`src/rtl/dma_pkg.sv`:
```
`default_nettype none
// ============================================================================
// Module      : dma_pkg
// Description : Shared types and default sizing for the DMA engine slice.
// Revision    : 1.0 - initial release
// ============================================================================
package dma_pkg;

    localparam int c_ADDR_WIDTH = 32;
    localparam int c_DATA_WIDTH = 32;
    localparam int c_FIFO_DEPTH = 4;
    localparam int c_WORD_BYTES = 4;
    localparam int c_CNT_WIDTH  = 16;

    typedef enum logic [1:0] {
        IDLE = 2'd0,
        RUN  = 2'd1,
        DONE = 2'd2
    } state_t;

    // Width that can hold any occupancy value 0..depth inclusive.
    function automatic int credit_width(input int depth);
        return $clog2(depth) + 1;
    endfunction

endpackage
`default_nettype wire

```
`src/rtl/dma_if.sv`:
```
`default_nettype none
// ============================================================================
// Module      : dma_if
// Description : Memory-side read-request/response and write ports of the DMA.
// Revision    : 1.0 - initial release
// ============================================================================
interface dma_if
    import dma_pkg::*;
#(
    parameter int ADDR_WIDTH = c_ADDR_WIDTH,
    parameter int DATA_WIDTH = c_DATA_WIDTH
) ();

    logic                  rd_req_valid;
    logic                  rd_req_ready;
    logic [ADDR_WIDTH-1:0] rd_addr;
    logic                  rd_resp_valid;
    logic [DATA_WIDTH-1:0] rd_data;
    logic                  wr_valid;
    logic                  wr_ready;
    logic [ADDR_WIDTH-1:0] wr_addr;
    logic [DATA_WIDTH-1:0] wr_data;

    modport master (
        output rd_req_valid, rd_addr, wr_valid, wr_addr, wr_data,
        input  rd_req_ready, rd_resp_valid, rd_data, wr_ready
    );

    modport slave (
        input  rd_req_valid, rd_addr, wr_valid, wr_addr, wr_data,
        output rd_req_ready, rd_resp_valid, rd_data, wr_ready
    );

endinterface
`default_nettype wire

```
`src/rtl/dma_fifo.sv`:
```
`default_nettype none
// ============================================================================
// Module      : dma_fifo
// Description : Synchronous FIFO buffering read data until it is written out.
// Revision    : 1.0 - initial release
// ============================================================================
module dma_fifo
    import dma_pkg::*;
#(
    parameter int DATA_WIDTH = c_DATA_WIDTH,
    parameter int DEPTH      = c_FIFO_DEPTH
) (
    input  logic                           clk,
    input  logic                           rst,
    input  logic                           push,
    input  logic [DATA_WIDTH-1:0]          push_data,
    input  logic                           pop,
    output logic [DATA_WIDTH-1:0]          pop_data,
    output logic                           full,
    output logic                           empty,
    output logic [credit_width(DEPTH)-1:0] count
);

    localparam int CW = credit_width(DEPTH);
    localparam int PW = (DEPTH > 1) ? $clog2(DEPTH) : 1;
    localparam logic [PW-1:0] c_LAST = PW'(DEPTH - 1);
    localparam logic [CW-1:0] c_FULL = CW'(DEPTH);

    logic [DATA_WIDTH-1:0] r_mem [DEPTH];
    logic [PW-1:0]         r_wr_ptr;
    logic [PW-1:0]         r_rd_ptr;
    logic [CW-1:0]         r_count;
    logic                  w_do_push;
    logic                  w_do_pop;

    function automatic logic [PW-1:0] ptr_inc(input logic [PW-1:0] p);
        return (p == c_LAST) ? '0 : p + PW'(1);
    endfunction

    // A pop frees the head slot in the same cycle, so push-at-full is legal with it.
    assign w_do_pop  = pop && (r_count != '0);
    assign w_do_push = push && ((r_count != c_FULL) || w_do_pop);

    always_ff @(posedge clk) begin
        if (w_do_push) begin
            r_mem[r_wr_ptr] <= push_data;
        end
    end

    always_ff @(posedge clk) begin
        if (rst) begin
            r_wr_ptr <= '0;
            r_rd_ptr <= '0;
            r_count  <= '0;
        end else begin
            if (w_do_push) begin
                r_wr_ptr <= ptr_inc(r_wr_ptr);
            end
            if (w_do_pop) begin
                r_rd_ptr <= ptr_inc(r_rd_ptr);
            end
            unique case ({w_do_push, w_do_pop})
                2'b10:   r_count <= r_count + CW'(1);
                2'b01:   r_count <= r_count - CW'(1);
                default: ;
            endcase
        end
    end

    assign pop_data = r_mem[r_rd_ptr];
    assign full     = (r_count == c_FULL);
    assign empty    = (r_count == '0);
    assign count    = r_count;

endmodule
`default_nettype wire

```
`src/rtl/dma_engine.sv`:
```
`default_nettype none
// ============================================================================
// Module      : dma_engine
// Description : Single-channel word-copy DMA with credit-limited read issue.
// Revision    : 1.0 - initial release
// ============================================================================
module dma_engine
    import dma_pkg::*;
#(
    parameter int ADDR_WIDTH = c_ADDR_WIDTH,
    parameter int DATA_WIDTH = c_DATA_WIDTH,
    parameter int FIFO_DEPTH = c_FIFO_DEPTH
) (
    input  logic                  clk,
    input  logic                  rst,
    input  logic                  dma_start,
    input  logic [ADDR_WIDTH-1:0] src_addr,
    input  logic [ADDR_WIDTH-1:0] dst_addr,
    input  logic [15:0]           length,
    output logic                  dma_done,
    output logic                  busy,
    dma_if.master                 mem
);

    localparam int CW = credit_width(FIFO_DEPTH);
    localparam logic [ADDR_WIDTH-1:0]  c_STEP  = ADDR_WIDTH'(c_WORD_BYTES);
    localparam logic [CW:0]            c_LIMIT = (CW + 1)'(FIFO_DEPTH);
    localparam logic [c_CNT_WIDTH-1:0] c_ONE   = c_CNT_WIDTH'(1);

    state_t                  r_state;
    state_t                  w_state_next;
    logic [ADDR_WIDTH-1:0]   r_rd_addr;
    logic [ADDR_WIDTH-1:0]   r_wr_addr;
    logic [c_CNT_WIDTH-1:0]  r_reads_left;
    logic [c_CNT_WIDTH-1:0]  r_writes_left;
    logic [CW-1:0]           r_outstanding;

    logic [CW-1:0]           w_fifo_count;
    logic                    w_fifo_full;
    logic                    w_fifo_empty;
    logic [DATA_WIDTH-1:0]   w_fifo_head;

    logic                    w_run;
    logic                    w_in_done;
    logic                    w_in_busy;
    logic                    w_start;
    logic                    w_credit_ok;
    logic                    w_rd_req_valid;
    logic                    w_rd_accept;
    logic                    w_resp_accept;
    logic                    w_wr_valid;
    logic                    w_wr_accept;
    logic                    w_last_write;

    assign w_start = (r_state == IDLE) && dma_start;

    // Every issued read owns a FIFO slot until written, so the FIFO never overflows.
    assign w_credit_ok    = !w_fifo_full &&
                            (({1'b0, r_outstanding} + {1'b0, w_fifo_count}) < c_LIMIT);
    assign w_rd_req_valid = w_run && (r_reads_left != '0) && w_credit_ok;
    assign w_rd_accept    = w_rd_req_valid && mem.rd_req_ready;
    assign w_resp_accept  = mem.rd_resp_valid && (r_outstanding != '0);
    assign w_wr_valid     = w_run && !w_fifo_empty;
    assign w_wr_accept    = w_wr_valid && mem.wr_ready;
    assign w_last_write   = w_wr_accept && (r_writes_left == c_ONE);

    always_ff @(posedge clk) begin
        if (rst) begin
            r_state <= IDLE;
        end else begin
            r_state <= w_state_next;
        end
    end

    always_comb begin
        w_state_next = r_state;
        w_run        = 1'b0;
        w_in_done    = 1'b0;
        w_in_busy    = 1'b1;
        unique case (r_state)
            IDLE: begin
                w_in_busy = 1'b0;
                if (dma_start) begin
                    w_state_next = (length == '0) ? DONE : RUN;
                end
            end
            RUN: begin
                w_run = 1'b1;
                if (w_last_write) begin
                    w_state_next = DONE;
                end
            end
            DONE: begin
                w_in_done    = 1'b1;
                w_state_next = IDLE;
            end
            default: begin
                w_state_next = IDLE;
            end
        endcase
    end

    always_ff @(posedge clk) begin
        if (rst) begin
            r_rd_addr     <= '0;
            r_wr_addr     <= '0;
            r_reads_left  <= '0;
            r_writes_left <= '0;
            r_outstanding <= '0;
        end else begin
            if (w_start) begin
                r_rd_addr     <= src_addr;
                r_wr_addr     <= dst_addr;
                r_reads_left  <= length;
                r_writes_left <= length;
            end else begin
                if (w_rd_accept) begin
                    r_rd_addr    <= r_rd_addr + c_STEP;
                    r_reads_left <= r_reads_left - c_ONE;
                end
                if (w_wr_accept) begin
                    r_wr_addr     <= r_wr_addr + c_STEP;
                    r_writes_left <= r_writes_left - c_ONE;
                end
            end
            unique case ({w_rd_accept, w_resp_accept})
                2'b10:   r_outstanding <= r_outstanding + CW'(1);
                2'b01:   r_outstanding <= r_outstanding - CW'(1);
                default: ;
            endcase
        end
    end

    dma_fifo #(
        .DATA_WIDTH (DATA_WIDTH),
        .DEPTH      (FIFO_DEPTH)
    ) u_fifo (
        .clk       (clk),
        .rst       (rst),
        .push      (w_resp_accept),
        .push_data (mem.rd_data),
        .pop       (w_wr_accept),
        .pop_data  (w_fifo_head),
        .full      (w_fifo_full),
        .empty     (w_fifo_empty),
        .count     (w_fifo_count)
    );

    // Outputs are forced quiet while rst is high, not just from the cycle after.
    assign mem.rd_req_valid = !rst && w_rd_req_valid;
    assign mem.rd_addr      = rst ? '0 : r_rd_addr;
    assign mem.wr_valid     = !rst && w_wr_valid;
    assign mem.wr_addr      = rst ? '0 : r_wr_addr;
    assign mem.wr_data      = w_fifo_head;
    assign dma_done         = !rst && w_in_done;
    assign busy             = !rst && w_in_busy;

endmodule
`default_nettype wire

```
`src/flat_wrapper.sv`:
```
// flat-port wrapper written by rule: the top's interface ports become plain ports
module dma_engine_flat import dma_pkg::*;
#(
    parameter int ADDR_WIDTH = c_ADDR_WIDTH,
    parameter int DATA_WIDTH = c_DATA_WIDTH,
    parameter int FIFO_DEPTH = c_FIFO_DEPTH
)
  (clk, rst, dma_start, src_addr, dst_addr, length, dma_done, busy, mem_rd_req_valid, mem_rd_addr, mem_wr_valid, mem_wr_addr, mem_wr_data, mem_rd_req_ready, mem_rd_resp_valid, mem_rd_data, mem_wr_ready);
  dma_if #(.ADDR_WIDTH(ADDR_WIDTH), .DATA_WIDTH(DATA_WIDTH)) mem_i ();
  input  logic clk;
  input  logic rst;
  input  logic dma_start;
  input  logic [ADDR_WIDTH-1:0] src_addr;
  input  logic [ADDR_WIDTH-1:0] dst_addr;
  input  logic [15:0] length;
  output logic dma_done;
  output logic busy;
  output wire logic [$bits(mem_i.rd_req_valid)-1:0] mem_rd_req_valid;
  output wire logic [$bits(mem_i.rd_addr)-1:0] mem_rd_addr;
  output wire logic [$bits(mem_i.wr_valid)-1:0] mem_wr_valid;
  output wire logic [$bits(mem_i.wr_addr)-1:0] mem_wr_addr;
  output wire logic [$bits(mem_i.wr_data)-1:0] mem_wr_data;
  input wire logic [$bits(mem_i.rd_req_ready)-1:0] mem_rd_req_ready;
  input wire logic [$bits(mem_i.rd_resp_valid)-1:0] mem_rd_resp_valid;
  input wire logic [$bits(mem_i.rd_data)-1:0] mem_rd_data;
  input wire logic [$bits(mem_i.wr_ready)-1:0] mem_wr_ready;
  assign mem_rd_req_valid = mem_i.rd_req_valid;
  assign mem_rd_addr = mem_i.rd_addr;
  assign mem_wr_valid = mem_i.wr_valid;
  assign mem_wr_addr = mem_i.wr_addr;
  assign mem_wr_data = mem_i.wr_data;
  assign mem_i.rd_req_ready = mem_rd_req_ready;
  assign mem_i.rd_resp_valid = mem_rd_resp_valid;
  assign mem_i.rd_data = mem_rd_data;
  assign mem_i.wr_ready = mem_wr_ready;
  dma_engine #(.ADDR_WIDTH(ADDR_WIDTH), .DATA_WIDTH(DATA_WIDTH), .FIFO_DEPTH(FIFO_DEPTH)) u_core (.clk(clk), .rst(rst), .dma_start(dma_start), .src_addr(src_addr), .dst_addr(dst_addr), .length(length), .dma_done(dma_done), .busy(busy), .mem(mem_i));
endmodule
```
`config.mk`:
```
export PLATFORM = sky130hd
export DESIGN_NAME = dma_engine_flat
export DESIGN_NICKNAME = d
export VERILOG_FILES = /design/src/rtl/dma_pkg.sv /design/src/rtl/dma_if.sv /design/src/rtl/dma_fifo.sv /design/src/rtl/dma_engine.sv /design/src/flat_wrapper.sv
export SDC_FILE = /design/constraint.sdc
export NUM_CORES = 1
export LEC_CHECK = 0
export ABC_CLOCK_PERIOD_IN_PS = 3000
export CORE_MARGIN = 2
export CORE_UTILIZATION = 47
export DETAILED_ROUTE_END_ITERATION = 6
export HOLD_SLACK_MARGIN = 0.03
export PLACE_DENSITY = 0.81
export SYNTH_ARGS = -nofsm -noshare
export SYNTH_HDL_FRONTEND = slang
export SYNTH_SLANG_ARGS = --single-unit
```
`constraint.sdc`:
```
create_clock -name clk -period 3 [get_ports clk]
set_input_delay 0.75 -clock clk [delete_from_list [all_inputs] [get_ports clk]]
set_output_delay 0.75 -clock clk [all_outputs]
set_load 0.1 [all_outputs]
```
==> run summary, run 1 <==
=================================================================================
Result of the run .................................................. complete, no violations
Cell variety after synth ...........................................           74
Top achievable clock speed .........................................    0.348 GHz
Met1 Resource Use GR ...............................................        0.309
Effective utilization at floorplan .................................        0.482
DRC errors left ....................................................            0
Final global-route overflow total ..................................            0
Setup WS post-layout ...............................................     0.124 ns
Synthesized instance count .........................................         1040
Count of boundary I/O pins .........................................          218
Clock Skews ........................................................    0.0108 ns
Layout Cells excl Fill .............................................         1590
Power per Cell Area ................................................  645 mW/mm^2
Final Power ........................................................     0.0103 W
R2R cell count .....................................................           10
Critical path launch point type ....................................         flop
Met2 Use GR ........................................................        0.385
Max Transition Viols Final .........................................            0
Core footprint .....................................................  0.0236 mm^2
Worst setup slack after placement ..................................    -0.108 ns
Synth Cell Area ....................................................  0.0114 mm^2
Fin Hold WS ........................................................     0.455 ns
Max transition margin ..............................................        0.456
Portion of synthesized cell area occupied by the leading cell type .        0.337
Sort of element at the end of the critical path ....................   output pin
Cell Rows ..........................................................           56
Average vias per placed instance ...................................         5.89
Per-cell routed wire length ........................................      19.3 um
Cell class contributing the biggest share of worst-path delay ...... simple AND/OR/NAND/NOR gates
Clock latency at the later pin of the worst-skew pair ..............      0.52 ns
Net Count, Synth ...................................................         1174
Longest Clk Path Bufs ..............................................            3
Cells along the critical path ...................................... ha_1 > nand3_1 > and4b_1 > buf_6 > nand2_1 > nor2_2 > buf_12
Data required time of the worst path ...............................      2.25 ns
Clock root buffer master ...........................................    clkbuf_16
Fin crit period ....................................................      2.88 ns
Critical R2R Capture ............................................... u_core.r_outstanding[2]
Number of flops mapped to enable cells by yosys ....................          128
Worst-margin pin slew ..............................................     0.808 ns
Area added between synthesis and finish ............................        40.8%
Total of buffers placed on input and output ports ..................          217
Sum of negative setup slack ........................................         0 ns
Number of hold violations in the final report ......................            0
Primary flip-flop cell chosen by synthesis mapping .................     edfxtp_1
Met3 usage .........................................................       0.0649
Storage cell area .................................................. 0.00605 mm^2
Number of cells on the worst hold path .............................            2
Fill cell count ....................................................         1656
Antenna Violating Nets Remaining ...................................            0
Via count of the first global-routing pass .........................         9111
Top area cells in the synthesized netlist .......................... edfxtp_1 34%, dfxtp_1 19%, mux4_2 6.3%, nor2b_1 3.1%, nor2_1 2.8%
Biggest cell delay along the critical path .........................      0.41 ns
Asr flop ratio synth ...............................................            0
Maximum number of pins on one net before global-route repair .......           43
Cell with the largest stage delay on the worst path ................      dfxtp_1
Clock transition at path regs ......................................      0.06 ns
Number of sinks on the clock net ...................................          238
Die ar. ............................................................  0.0255 mm^2
Setup Crit Path Kind ...............................................   reg -> out
Die width ..........................................................       160 um
Avg Inst Size Synth ................................................    11.0 um^2
Post-synthesis sequential area ratio ...............................        0.531
Total number of vias ...............................................         9373
Post-detailed-routing wire length ..................................      30.7 mm
RSZ-0062 raised after global routing ...............................           no
H-Tree Level Count .................................................            1
Yosys warning count ................................................            0
Buffering stage count on the worst path with inverters included ....            2
Inserted Clock Buffers .............................................           24
Cell type contributing the most total cell area after synthesis ....     edfxtp_1
Min-Delay Path Class ...............................................   reg -> reg
Antenna violations before repair ...................................            2
Worst hold start ................................................... u_core.r_rd_addr[0]
Reg2Reg Launch Point ............................................... u_core.u_fifo.count[0]
Number of violations of the max-capacitance limit ..................            0
Arrival time worst endpoint ........................................      2.13 ns
First-pass detailed-route iteration total ..........................            5
Fraction of final layout cells with drive strength greater than 1 ..        0.237
First-pass GRT wire length .........................................      49.0 mm
Diode count ........................................................            0
Cell Count Post-Placement ..........................................         1546
Overall track demand over capacity in global routing ...............        0.235
Leakage dissipation ................................................      5.51 nW
Hold Path Sink ..................................................... u_core.r_rd_addr[0]
Initial detailed-routing violation count ...........................          739
Count of endpoints failing setup in the final report ...............            0
Register bit count reported by yosys ...............................          238
Worst path depth ...................................................            7
Final #Nets ........................................................         1387
Final critical-path share of the clock period ......................        0.959
Vert. Die Dim ......................................................       160 um
Busiest layer in global routing ....................................         met2
Gp weighted congestion .............................................        0.910
Slack of the worst reg-to-reg path .................................      0.20 ns
Multi-input gate area in the final layout .......................... 0.00510 mm^2
CP Max Fanout ......................................................           10
Detailed placement HPWL ............................................      21.1 mm
TritonCTS clock tree ...............................................          yes
VDD IR-drop max ....................................................     0.436 mV
=================================================================================
-- Yosys cell counts, types with 7 or more instances --
master	number
a21oi_1	47
inv_1	28
dfxtp_1	110
a211oi_1	18
and2_1	9
o21a_1	7
clkbuf_1	45
o211ai_1	8
or3_1	15
edfxtp_1	128
nor2b_1	57
a32oi_1	10
buf_2	10
nor2_1	86
mux4_2	32
mux2i_1	9
mux2_2	8
and4_1	11
a31oi_1	26
ha_1	14
xor2_1	16
nor3_1	29
o311ai_0	8
a311oi_1	14
nand2_1	73
and3_1	13
nand3_1	38
o21ai_0	26
buf_1	11
nand4_1	29
nor4_1	17
-- worst register-to-register path: stages, from the launching register on --
cell     delay [ns]
dfxtp_1        0.36
or3b_2         0.49
and4b_1        0.26
and3_1         0.22
inv_4          0.12
ha_1           0.21
inv_1          0.07
fa_1           0.37
xor2_1         0.16
or3_1          0.32
a21oi_1        0.15
-- metrics by stage --
step	util	area, um^2
2_1_floorplan	-	11500
3_3_place_gp	0.646	15200
3_5_place_dp	0.646	15200
4_1_cts	0.679	16000
5_1_grt	0.679	16000
6_report	0.679	16000
-- routing by layer --
| metal | up-vias | wire [um] |
|---|---|---|
| met3 | 71 | 2810 |
| met2 | 454 | 14600 |
| met1 | 4459 | 12400 |
| met4 | 2 | 795 |
| li1 | 4387 | - |
| met5 | - | 12 |
-- cells by family after synthesis --
logic type,share of synthesized area
and+or+nand+nor,0.200
DFF,0.531
xor gates and xnor gates,0.0161
AOI/OAI and AO/OA,0.120
buffers and inverters,0.0354
muxes,0.0791
adders and majority gates,0.0189
-- worst max path at each step --
stage                                      start                     end  slack (ns)
final                     u_core.u_fifo.count[1]        mem_rd_req_valid        0.12
after global routing      u_core.r_reads_left[0]        mem_rd_req_valid       0.006
after CTS                 u_core.u_fifo.count[2]        mem_rd_req_valid        0.03
after detailed placement            mem_wr_ready  u_core.u_fifo.count[2]       -0.11
after global placement              mem_wr_ready  u_core.u_fifo.count[2]       -0.03
after floorplan                              rst                    busy       -0.38
-- state kept, by name, summed over array words and instances, names as in the netlist, named ones only --
name and count:
u_core.r_outstanding 3, u_core.u_fifo.r_mem 128, u_core.r_reads_left 16, u_core.r_state 2, u_core.r_rd_addr 32, u_core.u_fifo.r_rd_ptr 2, u_core.r_writes_left 16, u_core.u_fifo.r_wr_ptr 2
u_core.r_wr_addr 32, u_core.u_fifo.count 3
-- power by group --
group | total, W | switching [W] | internal, W
Sequential | 0.00396 | 0.000224 | 0.00374
Clock | 0.00300 | 0.00129 | 0.00171
Combinational | 0.00338 | 0.00210 | 0.00128
-- area by class of cell --
class | instances | share of cell area
sequential | 238 | 0.377
timing repair buffer | 257 | 0.225
multi-input combinational | 703 | 0.318
clock buffer | 29 | 0.0399
clock inverter | 15 | 0.00874
inverter | 29 | 0.00694
tap | 319 | 0.0249
-- cell usage in the layout (no fill, tap or decap), drive strengths merged, types with 22 or more instances in the layout --
cell           instances
o21ai                 26
a31oi                 26
clkdlybuf4s50        116
inv                   31
edfxtp               128
nor3                  32
nor2                  86
mux4                  32
nor4                  22
a21oi                 47
nand4                 30
buf                  141
dfxtp                110
nor2b                 57
clkbuf                29
nand2                 73
nand3                 38
-- what timing repair did --
action / in CTS / in global routing
pin swaps: 0 / 1
setup endpoints to repair: 1 / 1
buffers inserted: 0 / 0
gates resized for setup: 1 / 4
hold buffers: 0 / 0
(Power assumes the default switching activity.)
==> run 2, diff against run 1 <==
--- a/config.mk
+++ b/config.mk
@@ -5,12 +5,13 @@
 export SDC_FILE = /design/constraint.sdc
 export NUM_CORES = 1
 export LEC_CHECK = 0
-export ABC_CLOCK_PERIOD_IN_PS = 3000
+export ABC_CLOCK_PERIOD_IN_PS = 2930
+export CORE_ASPECT_RATIO = 0.8
 export CORE_MARGIN = 2
-export CORE_UTILIZATION = 47
+export CORE_UTILIZATION = 53
 export DETAILED_ROUTE_END_ITERATION = 6
 export HOLD_SLACK_MARGIN = 0.03
-export PLACE_DENSITY = 0.81
+export PLACE_DENSITY = 0.86
 export SYNTH_ARGS = -nofsm -noshare
 export SYNTH_HDL_FRONTEND = slang
 export SYNTH_SLANG_ARGS = --single-unit
==> constraint.sdc (replaced) <==
create_clock -name clk -period 2.93 [get_ports clk]
set_input_delay 0.7325 -clock clk [delete_from_list [all_inputs] [get_ports clk]]
set_output_delay 0.7325 -clock clk [all_outputs]
set_load 0.1 [all_outputs]
==> run 2 against run 1 <==
  * Count of clock-buffer cells in the layout up 2
  * Register-to-register slack improved by 0.02 ns
  * Total power rose by 3.4%
  * Critical path type unchanged
  * Clock skew up 0.0036 ns
  * Global-route usage up 3.9 points
  * Highest routed layer is now met4
  * Core utilization rose by 9.0 points
  * Worst hold slack better by 0.0029 ns
==> run summary, run 2 (same netlist as run 1, synthesis figures left out) <==
=====================================================================================
Result of the run ...................................................... complete, no violations
Fill cell count ........................................................         1207   -27%
Fraction of final layout cells with drive strength greater than 1 ......        0.241   +0.00393
Critical path launch point type ........................................         flop
Quantity of hold-fixing buffers added after cts ........................            0   unchanged
Fin crit period ........................................................      2.85 ns
Post-detailed-routing wire length ......................................      31.4 mm   +2.2%
Average vias per placed instance .......................................         6.23   +5.7%
Worst-margin pin slew ..................................................     0.721 ns   -0.0878 ns
Per-cell routed wire length ............................................      20.3 um   +5.3%
Cell Rows ..............................................................           47   -16%
First-pass detailed-route iteration total ..............................            6   +1
Number of sinks on the clock net .......................................          238   unchanged
H-Tree Level Count .....................................................            1   unchanged
Number of flip-flops in the largest register ...........................          128   unchanged
Most frequent cells in the layout ...................................... 128 x edfxtp_1, 116 x clkdlybuf4s50_1, 110 x buf_12
Sort of element at the end of the critical path ........................   output pin
Layout Cells excl Fill .................................................         1543   -3.0%
Max Transition Viols Final .............................................            0   unchanged
Core footprint .........................................................  0.0209 mm^2   -12%
Clock root buffer master ...............................................    clkbuf_16
Largest registers ranked by flip-flop count ............................ u_core.u_fifo.r_mem x128, u_core.r_rd_addr x32, u_core.r_wr_addr x32
Count of boundary I/O pins .............................................          218   unchanged
Top achievable clock speed .............................................    0.351 GHz
Max transition margin ..................................................        0.517   +0.0609
Area added between synthesis and finish ................................        41.0%
Effective utilization at floorplan .....................................        0.546   +0.0632
DRC errors left ........................................................            0   unchanged
Number of hold violations in the final report ..........................            0   unchanged
Cell Count Post-Placement ..............................................         1494   -3.4%
Final critical-path share of the clock period ..........................        0.971
Data required time of the worst path ...................................      2.20 ns   -0.05 ns
Total number of vias ...................................................         9617   +2.6%
Maximum number of pins on one net before global-route repair ...........           63   +47%
TritonCTS clock tree ...................................................          yes
Gp weighted congestion .................................................        0.900   -1.1%
Cell with the largest stage delay on the worst path ....................       or3b_2
Clock Skews ............................................................    0.0143 ns   +0.00356 ns
Cells along the critical path .......................................... or3b_2 > and4b_1 > buf_6 > nand2_1 > nor2_2 > buf_12
Leakage dissipation ....................................................      5.54 nW   +0.42%
VDD IR-drop max ........................................................     0.333 mV   -24%
Final #Nets ............................................................         1387   unchanged
Biggest cell delay along the critical path .............................      0.51 ns   +0.10 ns
Buffering stage count on the worst path with inverters included ........            2   unchanged
Overall track demand over capacity in global routing ...................        0.274   +0.0394
Initial detailed-routing violation count ...............................          975   +32%
Longest Clk Path Bufs ..................................................            3   unchanged
Antenna Violating Nets Remaining .......................................            0   unchanged
Count of endpoints failing setup in the final report ...................            0   unchanged
Clock latency at the later pin of the worst-skew pair ..................      0.52 ns   about the same
Vert. Die Dim ..........................................................       135 um   -15%
CP Max Fanout ..........................................................            6   -4
Cell class contributing the biggest share of worst-path delay .......... simple AND/OR/NAND/NOR gates
Inserted Clock Buffers .................................................           24   unchanged
Power per Cell Area ....................................................  666 mW/mm^2   +3.3%
Min-Delay Path Class ...................................................   reg -> reg
Final global-route overflow total ......................................            0   unchanged
Number of violations of the max-capacitance limit ......................            0   unchanged
Antenna violations before repair .......................................            2   unchanged
Detailed placement HPWL ................................................      21.2 mm   +0.50%
Arrival time worst endpoint ............................................      2.11 ns   -0.02 ns
Clock transition at path regs ..........................................      0.07 ns   about the same
Register with the most flip-flops ...................................... u_core.u_fifo.r_mem
Setup Crit Path Kind ...................................................   reg -> out
Total of buffers placed on input and output ports ......................          217   unchanged
Most frequent standard cell in the layout excluding fill and tap cells .     edfxtp_1
First-pass GRT wire length .............................................      49.5 mm   +0.97%
Die ar. ................................................................  0.0227 mm^2   -11%
Die width ..............................................................       168 um   +5.2%
Sum of negative setup slack ............................................         0 ns   unchanged
Via count of the first global-routing pass .............................         9254   +1.6%
=====================================================================================
[run 2: what timing repair did]
item,4_1_cts,5_1_grt
buffers inserted,0,2
pin swaps,0,2
gates resized for setup,1,10
endpoints found under the setup margin,1,1
[run 2: worst min-delay path: stages (launching register included)]
cell     delay, ns
dfxtp_1       0.31
nand2_1       0.05
a21oi_1       0.05
[run 2: through the flow]
step / setup slack (ns) / hold WS (ns) / cell area, um^2 / total power (W) / utilization
2_1_floorplan: -0.414 / 0.432 / 11500 / 0.00625 / -
3_3_place_gp: 0.00612 / 0.437 / 15200 / 0.00748 / 0.727
3_5_place_dp: -0.0960 / 0.446 / 15200 / 0.00757 / 0.727
4_1_cts: 0.00935 / 0.454 / 16000 / 0.0107 / 0.766
5_1_grt: -0.000496 / 0.479 / 16100 / 0.0110 / 0.769
6_report: 0.0844 / 0.457 / 16100 / 0.0107 / 0.769
[run 2: where the power goes]
part	internal, W	switching (W)
clock network	0.00186	0.00128
registers	0.00383	0.000246
logic	0.00132	0.00216
[run 2: final timing paths]
kind,start,endpoint,slack [ns],cells past startpoint
worst min register to register,u_core.r_rd_addr[1],u_core.r_rd_addr[1],0.46,2
worst max register to register,u_core.u_fifo.count[0],u_core.r_outstanding[2],0.22,10
worst max-delay path,u_core.u_fifo.count[0],mem_rd_req_valid,0.08,6
worst min-delay path,u_core.r_rd_addr[1],u_core.r_rd_addr[1],0.46,2
[run 2: final cells by class]
cell class	instances	area (um^2)	share of cell area
tap	269	337	0.0210
timing repair buffer	257	3600	0.224
sequential	238	6050	0.377
clock inverter	13	160	0.00997
inverter	29	111	0.00693
multi-input combinational	703	5130	0.320
antenna	3	7.51	0.000467
clock buffer	31	657	0.0409
[run 2: metal layers]
metal  GRT usage  vias up  wire length [um]
li1            -     4391                 -
met3      0.0472       70              2500
met2       0.449      460             15200
met5           0        -                 0
met4      0.0894        0               843
met1       0.376     4696             12800
==> run 3, diff against run 2 <==
--- a/config.mk
+++ b/config.mk
@@ -5,7 +5,7 @@
 export SDC_FILE = /design/constraint.sdc
 export NUM_CORES = 1
 export LEC_CHECK = 0
-export ABC_CLOCK_PERIOD_IN_PS = 2930
+export ABC_CLOCK_PERIOD_IN_PS = 2800
 export CORE_ASPECT_RATIO = 0.8
 export CORE_MARGIN = 2
 export CORE_UTILIZATION = 53
==> constraint.sdc (replaced) <==
create_clock -name clk -period 2.8 [get_ports clk]
set_input_delay 0.7 -clock clk [delete_from_list [all_inputs] [get_ports clk]]
set_output_delay 0.7 -clock clk [all_outputs]
set_load 0.1 [all_outputs]
==> run 3 against run 2 <==
  * Via count grew 2.7%
  * Worst setup slack got worse by 0.053 ns
  * First-iteration DRC count is 34% higher
  * Final cell count up 0.13%
  * Critical path depth is 2 higher
  * Worst hold slack worse by 0.0049 ns
  * Clock power is 1% higher
  * Die area unchanged
  * Non-clock buffer count up 5
  * Largest power group unchanged
==> run summary, run 3 (same netlist as run 1, synthesis figures left out) <==
=====================================================================================
Result of the run ...................................................... complete, no violations
Core footprint .........................................................  0.0209 mm^2   unchanged
VDD IR-drop max ........................................................     0.407 mV   +22%
Min-Delay Path Class ...................................................   reg -> reg
Setup Crit Path Kind ...................................................   reg -> out
Clock latency at the later pin of the worst-skew pair ..................      0.52 ns   about the same
Cell Rows ..............................................................           47   unchanged
Register with the most flip-flops ...................................... u_core.u_fifo.r_mem
Switching share of power ...............................................        0.354   +0.00921
H-Tree Level Count .....................................................            1   unchanged
Post-detailed-routing wire length ......................................      34.8 mm   +11%
Switching pwr ..........................................................    0.00396 W   +7.4%
First-pass detailed-route iteration total ..............................            6   unchanged
Fin Hold WS ............................................................     0.453 ns   -0.00494 ns
TritonCTS clock tree ...................................................          yes
Vert. Die Dim ..........................................................       135 um   unchanged
Final #Nets ............................................................         1392   +0.36%
Largest registers ranked by flip-flop count ............................ u_core.u_fifo.r_mem x128, u_core.r_rd_addr x32, u_core.r_wr_addr x32
Fin crit period ........................................................      2.77 ns
Worst-margin pin slew ..................................................     0.770 ns   +0.0492 ns
Reg power frac .........................................................        0.382   about the same
Met1 Resource Use GR ...................................................        0.390   +0.0139
Detailed placement HPWL ................................................      22.6 mm   +6.3%
Average vias per placed instance .......................................         6.40   +2.6%
Number of flip-flops in the largest register ...........................          128   unchanged
Final critical-path share of the clock period ..........................        0.989
Most frequent standard cell in the layout excluding fill and tap cells .     edfxtp_1
Max transition margin ..................................................        0.484   -0.0330
Internal Pwr Total .....................................................    0.00723 W   +3.1%
Met3 usage .............................................................       0.0481   +0.000879
Leakage dissipation ....................................................      5.55 nW   +0.24%
Most frequent cells in the layout ...................................... 128 x edfxtp_1, 116 x clkdlybuf4s50_1, 111 x buf_12
Critical path launch point type ........................................         flop
Final global-route overflow total ......................................            0   unchanged
Via count of the first global-routing pass .............................         9628   +4.0%
Longest Clk Path Bufs ..................................................            3   unchanged
Final Power ............................................................     0.0112 W   +4.6%
Inserted Clock Buffers .................................................           24   unchanged
Quantity of hold-fixing buffers added after cts ........................            0   unchanged
Total of buffers placed on input and output ports ......................          217   unchanged
Gp weighted congestion .................................................        0.901   about the same
Effective utilization at floorplan .....................................        0.546   unchanged
Maximum number of pins on one net before global-route repair ...........           47   -25%
Number of hold violations in the final report ..........................            0   unchanged
Count of endpoints failing setup in the final report ...................            0   unchanged
Clock root buffer master ...............................................    clkbuf_16
Overall track demand over capacity in global routing ...................        0.304   +0.0293
Per-cell routed wire length ............................................      22.5 um   +11%
Number of sinks on the clock net .......................................          238   unchanged
Clock transition at path regs ..........................................      0.07 ns   about the same
Top achievable clock speed .............................................    0.361 GHz
Diode count ............................................................            0   -3
DRC errors left ........................................................            0   unchanged
Data required time of the worst path ...................................      2.10 ns   -0.10 ns
First-pass GRT wire length .............................................      54.0 mm   +9.1%
Count of boundary I/O pins .............................................          218   unchanged
Die width ..............................................................       168 um   unchanged
CP Max Fanout ..........................................................            7   +1
Clock network fraction of design power .................................        0.283   -0.010
Clock Skews ............................................................    0.0196 ns   +0.00526 ns
Combinational fraction of design power .................................        0.335   +0.009
Number of violations of the max-capacitance limit ......................            0   unchanged
Total number of vias ...................................................         9881   +2.7%
Power per Cell Area ....................................................  699 mW/mm^2   +5.0%
Antenna Violating Nets Remaining .......................................            0   unchanged
Busiest layer in global routing ........................................         met2
Met2 Use GR ............................................................        0.527   +0.0774
Sort of element at the end of the critical path ........................   output pin
Initial detailed-routing violation count ...............................         1308   +34%
Area added between synthesis and finish ................................        40.5%
Die ar. ................................................................  0.0227 mm^2   unchanged
Fraction of final layout cells with drive strength greater than 1 ......        0.208   -0.0323
Antenna violations before repair .......................................            0   -2
Max Transition Viols Final .............................................            0   unchanged
Arrival time worst endpoint ............................................      2.07 ns   -0.04 ns
=====================================================================================
[run 3: cell count changes in the layout (fill, tap and decap cells not counted), moves of 2 or more]
cell,previous run,this run
nor2b_1,7,56
nor2b_2,50,1
nor2_4,0,10
nor2_1,85,76
buf_4,29,33
clkinv_1,2,6
clkbuf_8,3,0
diode_2,3,0
ha_1,12,14
[run 3: routing by layer]
layer  share of wire  vias to the layer above
li1                -                     4407
met4           0.037                        0
met3           0.071                       94
met5               0                        -
met2            0.50                      534
met1            0.39                     4846
[run 3: cell type report]
type	count	area, um^2
sequential	238	6050
clock inverter	14	118
clock buffer	30	644
timing repair buffer	262	3650
tap	269	337
inverter	29	111
fill	1164	4880
multi-input combinational	703	5080
[run 3: power by group through the flow]
stage                     Combinational [W]  Sequential [W]  Clock, W
after detailed placement            0.00368         0.00431         0
after global placement              0.00359         0.00428         0
final                               0.00375         0.00427   0.00317
after CTS                           0.00373         0.00425   0.00319
after floorplan                     0.00232         0.00424         0
after global routing                0.00389         0.00430   0.00333
[run 3: worst max-delay path, cell delays in order, from the launching register on]
cell and delay (ns):
dfxtp_1 0.38, inv_1 0.08, ha_1 0.22, nor3b_2 0.17
nand4_2 0.13, buf_4 0.17, nand2_2 0.09, nor2_4 0.12
buf_12 0.19
[run 3: what timing repair did]
action | CTS | global route
endpoints found under the setup margin | 1 | 1
pin swaps | 1 | 0
setup buffers | 1 | 0
resized for setup | 6 | 3
[run 3: final timing paths]
| check | cells past startpoint | slack [ns] | endpoint | from |
|---|---|---|---|---|
| worst min register to register | 2 | 0.45 | u_core.r_wr_addr[1] | u_core.r_wr_addr[1] |
| worst max-delay path | 8 | 0.03 | mem_rd_req_valid | u_core.r_reads_left[0] |
| worst min-delay path | 2 | 0.45 | u_core.r_wr_addr[1] | u_core.r_wr_addr[1] |
| worst max register to register | 11 | 0.13 | u_core.u_fifo.count[2] | u_core.u_fifo.count[2] |
[run 3: through the flow]
| stage | setup TNS (ns) | setup WS [ns] | utilization | instances | cell area [um^2] |
|---|---|---|---|---|---|
| finish | 0 | 0.0315 | 0.766 | 1545 | 16000 |
| global route | -0.0311 | -0.0311 | 0.766 | 1545 | 16000 |
| CTS | 0 | 0.0389 | 0.766 | 1545 | 16000 |
| detailed placement | -0.260 | -0.260 | 0.728 | 1500 | 15200 |
| global placement | -0.148 | -0.148 | 0.728 | 1500 | 15200 |
| floorplan | -17.08 | -0.338 | - | 1040 | 11500 |
